===== config.mk =====
export PLATFORM = sky130hd
export DESIGN_NAME = multi_7_seg_scan
export DESIGN_NICKNAME = d
export VERILOG_FILES = /design/src/rtl/seg7_pkg.sv /design/src/rtl/seg7_decode.sv /design/src/rtl/multi_7_seg_scan.sv
export SDC_FILE = /design/constraint.sdc
export NUM_CORES = 1
export LEC_CHECK = 0
export ABC_AREA = 1
export BUFFER_PORTS_ARGS = -buffer_cell sky130_fd_sc_hd__buf_2
export CORE_MARGIN = 3
export CORE_UTILIZATION = 45
export CTS_BUF_LIST = sky130_fd_sc_hd__clkbuf_4 sky130_fd_sc_hd__clkbuf_8
export CTS_CLUSTER_SIZE = 12
export DETAILED_ROUTE_END_ITERATION = 8
export GPL_ROUTABILITY_DRIVEN = 1
export PLACE_DENSITY = 0.65
export SLEW_MARGIN = 20
export SYNTH_ARGS = -nofsm -noshare
export SYNTH_HDL_FRONTEND = slang
export SYNTH_SLANG_ARGS = --single-unit

===== constraint.sdc =====
create_clock -name clk_i -period 2.06 [get_ports clk_i]
set_input_delay 0.412 -clock clk_i [delete_from_list [all_inputs] [get_ports clk_i]]
set_output_delay 0.412 -clock clk_i [all_outputs]
set_load 0.01 [all_outputs]

===== src/rtl/seg7_pkg.sv =====
// Shared 7-segment definitions: segment patterns ({g,f,e,d,c,b,a}, active-high)
// and the special digit codes understood by seg7_decode.
package seg7_pkg;

    typedef logic [3:0] code_t;
    typedef logic [6:0] seg_t;

    localparam seg_t SEG_BLANK = 7'h00;
    localparam seg_t SEG_P     = 7'h73;
    localparam seg_t SEG_DASH  = 7'h40;

    localparam seg_t SEG_0 = 7'h3F;
    localparam seg_t SEG_1 = 7'h06;
    localparam seg_t SEG_2 = 7'h5B;
    localparam seg_t SEG_3 = 7'h4F;
    localparam seg_t SEG_4 = 7'h66;
    localparam seg_t SEG_5 = 7'h6D;
    localparam seg_t SEG_6 = 7'h7D;
    localparam seg_t SEG_7 = 7'h07;
    localparam seg_t SEG_8 = 7'h7F;
    localparam seg_t SEG_9 = 7'h6F;

    localparam code_t CODE_BLANK = 4'd10;
    localparam code_t CODE_P     = 4'd11;

endpackage


===== src/rtl/seg7_decode.sv =====
// Combinational digit-code to 7-segment pattern decoder.
// Codes 0..9 are decimal digits, 10 is blank, 11 is 'P', 12..15 show '-'.
module seg7_decode
    import seg7_pkg::*;
(
    input  code_t code,
    output seg_t  seg
);

    // Map one 4-bit code onto its segment pattern.
    always_comb begin
        // NOTE: assigning a default before the case guarantees every path drives seg, so no latch is inferred.
        seg = SEG_DASH;
        case (code)
            4'd0:       seg = SEG_0;
            4'd1:       seg = SEG_1;
            4'd2:       seg = SEG_2;
            4'd3:       seg = SEG_3;
            4'd4:       seg = SEG_4;
            4'd5:       seg = SEG_5;
            4'd6:       seg = SEG_6;
            4'd7:       seg = SEG_7;
            4'd8:       seg = SEG_8;
            4'd9:       seg = SEG_9;
            CODE_BLANK: seg = SEG_BLANK;
            CODE_P:     seg = SEG_P;
            default:    seg = SEG_DASH;
        endcase
    end

endmodule


===== src/rtl/multi_7_seg_scan.sv =====
// Time-multiplexed N-digit 7-segment scanner.
// Digits are captured once per frame (tear-free), scanned 0..N-1 onto a shared
// segment bus with a one-hot digit enable, a guard gap at the start of each slot
// and optional leading-zero blanking.
// Optional blink support is built when MULTI_7_SEG_BLINK_EN is defined.
module multi_7_seg_scan
    import seg7_pkg::*;
#(
    parameter int unsigned NUM_DIGITS   = 4,
    parameter int unsigned SCAN_DIV     = 1000,
    parameter int unsigned GUARD_CYCLES = 1
`ifdef MULTI_7_SEG_BLINK_EN
   ,parameter int unsigned BLINK_FRAMES = 64
`endif
) (
    input  logic                    clk_i,
    input  logic                    rst_n_i,
    input  logic [4*NUM_DIGITS-1:0] digits_i,
    input  logic                    lz_blank_i,
`ifdef MULTI_7_SEG_BLINK_EN
    input  logic [NUM_DIGITS-1:0]   blink_mask_i,
`endif
    output logic [6:0]              seg_o,
    output logic [NUM_DIGITS-1:0]   digit_en_o,
    output logic                    frame_start_o
);

    localparam int unsigned PRE_W = $clog2(SCAN_DIV);
    localparam int unsigned IDX_W = $clog2(NUM_DIGITS);

    localparam logic [PRE_W-1:0] PRE_LAST  = PRE_W'(SCAN_DIV - 1);
    localparam logic [PRE_W-1:0] GUARD_VAL = PRE_W'(GUARD_CYCLES);
    localparam logic [IDX_W-1:0] IDX_LAST  = IDX_W'(NUM_DIGITS - 1);
    localparam logic [NUM_DIGITS-1:0] ONE_HOT0 = NUM_DIGITS'(1);

    logic [PRE_W-1:0]      pre_cnt;
    logic [IDX_W-1:0]      idx;
    code_t                 snap [NUM_DIGITS];
    logic                  lz_snap;
    logic                  slot_end;
    logic                  frame_end;
    logic [NUM_DIGITS-1:0] blank_vec;
    code_t                 cur_code;
    seg_t                  dec_seg;
    seg_t                  seg_next;
    logic [NUM_DIGITS-1:0] en_next;

    assign slot_end  = (pre_cnt == PRE_LAST);
    assign frame_end = slot_end && (idx == IDX_LAST);

    // Slot prescaler and digit index: idx advances once per SCAN_DIV cycles.
    always_ff @(posedge clk_i or negedge rst_n_i) begin
        if (!rst_n_i) begin
            pre_cnt <= '0;
            idx     <= '0;
        end else if (slot_end) begin
            // NOTE: sequential state uses non-blocking assignments so every register samples pre-edge values.
            pre_cnt <= '0;
            idx     <= (idx == IDX_LAST) ? '0 : idx + 1'b1;
        end else begin
            pre_cnt <= pre_cnt + 1'b1;
        end
    end

    // Frame snapshot: digits and blanking mode are captured only on the last frame cycle.
    always_ff @(posedge clk_i or negedge rst_n_i) begin
        if (!rst_n_i) begin
            // NOTE: the snapshot is a small flop array, not a RAM, so it is reset to blank to keep the first frame dark.
            for (int k = 0; k < NUM_DIGITS; k++) snap[k] <= CODE_BLANK;
            lz_snap <= 1'b0;
        end else if (frame_end) begin
            for (int k = 0; k < NUM_DIGITS; k++) snap[k] <= digits_i[4*k +: 4];
            lz_snap <= lz_blank_i;
        end
    end

    // Leading-zero mask: digit k>0 blanks when it and every higher digit hold code 0.
    always_comb begin
        logic above_zero;
        blank_vec  = '0;
        // NOTE: above_zero is a running combinational value, so it uses blocking assignments inside the loop.
        above_zero = 1'b1;
        for (int k = NUM_DIGITS - 1; k >= 1; k--) begin
            above_zero   = above_zero && (snap[k] == 4'd0);
            blank_vec[k] = lz_snap && above_zero;
        end
    end

    assign cur_code = snap[idx];

    seg7_decode u_decode (
        .code (cur_code),
        .seg  (dec_seg)
    );

`ifdef MULTI_7_SEG_BLINK_EN
    localparam int unsigned FC_W = (BLINK_FRAMES > 1) ? $clog2(BLINK_FRAMES) : 1;
    localparam logic [FC_W-1:0] FC_LAST = FC_W'(BLINK_FRAMES - 1);

    logic [FC_W-1:0] frame_cnt;
    logic            blink_phase;

    // Blink timebase: counts snapshot events and flips the phase every BLINK_FRAMES frames.
    always_ff @(posedge clk_i or negedge rst_n_i) begin
        if (!rst_n_i) begin
            frame_cnt   <= '0;
            blink_phase <= 1'b0;
        end else if (frame_end) begin
            if (frame_cnt == FC_LAST) begin
                frame_cnt   <= '0;
                blink_phase <= ~blink_phase;
            end else begin
                frame_cnt <= frame_cnt + 1'b1;
            end
        end
    end
`endif

    // Next segment pattern: decoded digit, then leading-zero and blink suppression.
    always_comb begin
        seg_next = blank_vec[idx] ? SEG_BLANK : dec_seg;
`ifdef MULTI_7_SEG_BLINK_EN
        if (blink_phase && blink_mask_i[idx]) seg_next = SEG_BLANK;
`endif
    end

    // Digit enable stays low for the first GUARD_CYCLES of each slot to prevent ghosting.
    always_comb begin
        en_next = (pre_cnt >= GUARD_VAL) ? (ONE_HOT0 << idx) : '0;
    end

    // Registered outputs, one cycle behind the counters.
    always_ff @(posedge clk_i or negedge rst_n_i) begin
        if (!rst_n_i) begin
            seg_o         <= SEG_BLANK;
            digit_en_o    <= '0;
            frame_start_o <= 1'b0;
        end else begin
            seg_o         <= seg_next;
            digit_en_o    <= en_next;
            frame_start_o <= (idx == '0) && (pre_cnt == '0);
        end
    end

endmodule


=== Word-level counts from Yosys, hierarchy flattened ===
Memories as Yosys holds them, arrays and structs flattened.
Index checks and enable logic that the tools add are counted.

* Register bits after elaboration: 41
* ROM bits: 112
* Input port bits: 19
* Output and inout bits: 12
* Logic and storage cells: 41
* Memories kept: 1

{| class="wikitable"
|+ Memory list
! name !! words !! bits a word !! rd ports !! clocked after Yosys merged registers in !! wr ports !! line !! source
|-
| (name not given) || 16 || 7 || 1 || 0 || 0 || seg7_decode.sv:14 || <nowiki>case (code)</nowiki>
|}

* Add/sub/neg operators: 2
* Order comparisons: 3
* Eq/ne operators: 2
* Shifts and indexed selects: 1
* Mux-type cells: 9
* Bitwise gates (word level): 1
* Reduce and logical (&&, ||, !) cells: 12

{| class="wikitable"
|+ Operator list
! operator !! count
|-
| logical NOT 4 bit || 3
|-
| two-way mux 4 bit || 3
|-
| adder 10 x 1 -> 10 bit, second input constant || 1
|-
| == test 10 bit, second input constant || 1
|-
| >= comparator 10 x 1 -> 1 bit, second input constant || 1
|-
| logical NOT 10 bit || 1
|-
| two-way mux 10 bit || 1
|-
| binary-select mux 4 bit (select 2 bit) || 1
|-
| logical AND 1 bit || 7
|-
| two-way mux 7 bit || 1
|-
| << shifter 1 x 2 -> 4 bit, first input constant || 1
|-
| >= comparator 3 bit, second input constant || 1
|-
| less-than comparator 2 x 3 -> 1 bit, second input constant || 1
|-
| inverter 2 -> 3 bit || 1
|-
| adder 2 x 1 -> 2 bit, second input constant || 1
|-
| binary-select mux 1 bit (select 2 bit) || 1
|-
| == test 2 bit, second input constant || 1
|-
| logical NOT 2 bit || 1
|-
| two-way mux 2 bit || 1
|-
| two-way mux 1 bit || 1
|}

=== Logic depth before layout (Yosys ltp) ===
* Depth after elaboration: 7
* Mapped depth: 11
* Depth with buffers taken out: 11

=== Hierarchy ===
From an unflattened synthesis, not the netlist that was laid out.

* Cells, all modules: 296
* Area, all modules: 2294.7 µm²

{| class="wikitable"
|+ Modules (own cells, without submodules)
! module !! instances !! cells an instance !! area an instance (µm²) !! seq. area each (µm²)
|-
| multi_7_seg_scan || 1 || 252 || 2078.2 || 1036.0
|-
| seg7_decode || 1 || 44 || 216.5 || 0.0
|}

=== Least setup slack after synthesis ===
Ideal clock, no wire load.

* Kind: register to register
* Start point: register idx[0]
* End point: register seg_o[0]
* Setup time: 0.071 ns
* Arrival: 1.433 ns
* Required time: 1.989 ns
* Slack: 0.556 ns
* Cell stages (with the launch flop): 12
* Buffers on the path: 1
* Period minus slack after synthesis: 1.504 ns
* Path through: dfrtp_1 buf_4 nand2_1 nand3_1 nand2_1 inv_1 ha_1 inv_1 nand2_1 nand2_1 nand2_1 nor2_1

* Longest elaborated chain between the ends: 6
* Elaborated cells on any way between the ends: 8
* Classes of those cells: mux (6); bitwise (1); memory (1)

{| class="wikitable"
|+ Ends and longest elaborated chain
! what !! line !! source
|-
| start: declaration || multi_7_seg_scan.sv:37 || <nowiki>logic [IDX_W-1:0] idx;</nowiki>
|-
| start signal: assignment || multi_7_seg_scan.sv:59 || <nowiki>idx <= (idx == IDX_LAST) ? '0 : idx + 1'b1;</nowiki>
|-
| inverter 2 -> 3 bit (implied by the code) || multi_7_seg_scan.sv:89 || <nowiki>assign cur_code = snap[idx];</nowiki>
|-
| binary-select mux 4 bit (select 2 bit) || multi_7_seg_scan.sv:89 ||
|-
| two-way mux 4 bit (implied by the code) (2 in series) || multi_7_seg_scan.sv:89 ||
|-
| memory read (16 x 7 bit) || n/a ||
|-
| two-way mux 7 bit * || multi_7_seg_scan.sv:121 || <nowiki>seg_next = blank_vec[idx] ? SEG_BLANK : dec_seg;</nowiki>
|-
| named net seg_next[0] || multi_7_seg_scan.sv:45 || <nowiki>seg_t seg_next;</nowiki>
|-
| end signal: assignment || multi_7_seg_scan.sv:139 || <nowiki>seg_o <= seg_next;</nowiki>
|-
| end: declaration || multi_7_seg_scan.sv:23 || <nowiki>output logic [6:0] seg_o,</nowiki>
|}

The timed path passes the listed nets; every way through them passes the cells marked *. The select of a mux whose other input is x is not followed.
A chain may end at the register's enable or synchronous reset.

=== Final worst setup path ===
* Start point: register idx[1]
* End point: register seg_o[1]

The elaborated chain is that of the path after synthesis.

==> impl_metrics.env <==
export IMPL_cts_buffers=5
export IMPL_power_share_sequential=0.597
export IMPL_rsz0062_at_grt="false"
export IMPL_worstSetupPathType="flop to flop"
export IMPL_p_sw_uw=280
export IMPL_gp_congestion=0.875
export IMPL_relSlewSlack=0.678
export IMPL_grt_max_degree=26
export IMPL_nets=329
export IMPL_synth_distinct_cells=23
export IMPL_grtUsageMet1=0.225
export IMPL_antenna_cells=0
export IMPL_p_int_uw=1070
export IMPL_cts_sinks=41
export IMPL_via_per_inst=4.75
export IMPL_port_buffers=30
export IMPL_p_per_area_nw_per_um2=552
export IMPL_grt_pass1_vias=1585
export IMPL_cts_max_level=2
export IMPL_switching_share=0.208
export IMPL_antenna_left=0
export IMPL_synth_top_area_frac=0.382
export IMPL_syn_nets=296
export IMPL_setup_viol=0
export IMPL_crit_arrival_ps=1940
export IMPL_pwr_share_clk=0.376
export IMPL_combPwrFrac=0.026
export IMPL_max_freq_ghz=0.580
export IMPL_wirelength_um=3970
export IMPL_grt_busiest_layer="met2"
export IMPL_grt_pass1_wl_um=7100
export IMPL_clk_latency_ps=290
export IMPL_dieArea_um2=5680
export IMPL_syn_cell_area_um2=2160
export IMPL_grt_ovfl_total=0
export IMPL_min_period_ps=1720
export IMPL_wire_per_inst_um=11.4
export IMPL_groute_usage_overall=0.166
export IMPL_drv_cap=0
export IMPL_p_leak_uw=0.00128
export IMPL_die_w_um=75.3
export IMPL_fp_dieH_um=75.3
export IMPL_drc_errors=0
export IMPL_drive_above_1_share=0.209
export IMPL_fillers=436
export IMPL_row_count=24
export IMPL_path_max_fanout=8
export IMPL_final_area_um2=2440
export IMPL_start_util=0.480
export IMPL_slew_violations=0
export IMPL_vias=1659
export IMPL_area_growth_pct=12.8
export IMPL_yosys_warnings=0
export IMPL_synth_seq_cells=41
export IMPL_clock_skew_ps=2.64
export IMPL_syn_instance_count=263
export IMPL_cp_start_kind="flop"
export IMPL_peakVddDrop_mv=0.249
export IMPL_cts_tree="built"
export IMPL_final_common_cell="nand2_1"
export IMPL_fin_crit_sh=0.837
export IMPL_grtUsageMet2=0.255
export IMPL_drt_iter0_drc=71
export IMPL_cp_required_ps=2280
export IMPL_tightest_slew_ps=482
export IMPL_final_setup_tns_ps=0
export IMPL_hpwl_um=2960
export IMPL_ios=31
export IMPL_register_area_um2=1040
export IMPL_status="finished clean"
export IMPL_syn_area_per_cell_um2=8.23
export IMPL_final_cell_mix="nand2_1 (72), nor2_1 (35), inv_1 (34)"
export IMPL_hold_viol_final=0
export IMPL_cts_setup_buffers=0
export IMPL_ys_seq_area_frac=0.479
export IMPL_hold_path_class="primary input to async pin"
export IMPL_path_clk_slew_ps=70
export IMPL_clk_path_buf_depth=2
export IMPL_drtPass1Iterations=4
export IMPL_synthTopCellsByArea="dfrtp_1 (38%), nand2_1 (12%), dfstp_2 (9.7%)"
export IMPL_multiInputGateArea_um2=947
export IMPL_place_area_um2=2350
export IMPL_root_buffer="clkbuf_8"
export IMPL_coreArea_um2=4500
export IMPL_grt_met3_usage=0.0317
export IMPL_yosys_area_top_type="dfrtp_1"
export IMPL_end_kind="flop"
export IMPL_antenna_found_initial=0
-- through the flow --
stage               power, uW  utilization  std cells  hold WS (ps)  setup slack [ps]
floorplan                 820            -        263           116               556
global placement          857        0.523        341           383               330
detailed placement        858        0.523        341           384               232
CTS                      1370        0.542        349          70.2               220
global route             1400        0.542        349          83.8               133
finish                   1350        0.542        349          58.9               336
-- state kept, by name (all words and copies together) (netlist names) --
name,count
snap,16
lz_snap,1
seg_o,7
digit_en_o,4
idx,2
pre_cnt,10
frame_start_o,1
-- synth_stat cells (all sizes together) --
library cell / count
o21ai: 24
a31oi: 1
xor2: 2
inv: 36
ha: 14
nand4: 2
nand3b: 2
nand2: 78
a21oi: 4
nor3: 3
dfstp: 8
dfrtp: 33
clkbuf: 1
nor2: 36
buf: 4
nand3: 15
-- power by group through the flow --
stage | Clock [uW] | Sequential (uW) | Combinational (uW)
after floorplan | 0 | 820 | 0.00228
after global placement | 0 | 820 | 37.1
after detailed placement | 0 | 820 | 37.3
after CTS | 528 | 805 | 37.5
after global routing | 555 | 805 | 41.2
final | 507 | 805 | 35.7
-- worst paths after layout --
kind | from | to | slack [ps] | cells past startpoint
max | idx[1]$_DFFE_PN0N_ | seg_o[1]$_DFF_PN0_ | 340 | 10
min | rst_n_i | seg_o[5]$_DFF_PN0_ | 60 | 1
max reg2reg | idx[1]$_DFFE_PN0N_ | seg_o[1]$_DFF_PN0_ | 340 | 10
min reg2reg | snap[13]$_DFFE_PN1P_ | snap[13]$_DFFE_PN1P_ | 490 | 2
max in group asynchronous | rst_n_i | snap[13]$_DFFE_PN1P_ | 1450 | 2
min in group clk_i | digits_i[9] | snap[5]$_DFFE_PN1P_ | 310 | 3
-- final cells by class --
type	count	share of cell area
flip-flops and latches	41	0.425
multi-input cells	181	0.388
repair buffers	31	0.0697
inverters	36	0.0554
clock buffers	6	0.0313
well taps	52	0.0267
clock inverters	2	0.00410
-- worst max-delay path, cell delays in order (launching register included) --
cell and delay [ps]:
dfrtp_1 470, inv_1 230, nand3_1 100, nand2_1 160, inv_1 110, ha_1 230
inv_1 50, nand2_1 50, nand2_1 60, nand2_1 80, nor2_1 110
-- kinds of logic (layout without fill, tap and decap cells) --
| logic type | count (synthesis) | count (layout) | synth area share |
|---|---|---|---|
| AO/OA/AOI/OAI | 29 | 29 | 0.0746 |
| buffers and inverters | 41 | 75 | 0.0833 |
| XOR/XNOR | 2 | 2 | 0.00810 |
| AND/OR/NAND/NOR | 136 | 136 | 0.274 |
| flip-flops | 41 | 41 | 0.479 |
| adder cells (fa/ha/maj) | 14 | 14 | 0.0810 |
-- what timing repair did --
item                                   4_1_cts  5_1_grt
setup endpoints to repair                    0        3
endpoints found under the hold margin        0        0
resized for setup                            0        1
hold buffers                                 0        0
-- metal layers --
| metal | part of all wire | vias up |
|---|---|---|
| met2 | 0.44 | 49 |
| met1 | 0.48 | 725 |
| met4 | 0.025 | 0 |
| met3 | 0.047 | 9 |
| li1 | - | 876 |
| met5 | 0 | - |
No activity file was read; power rests on OpenSTA's default activity.
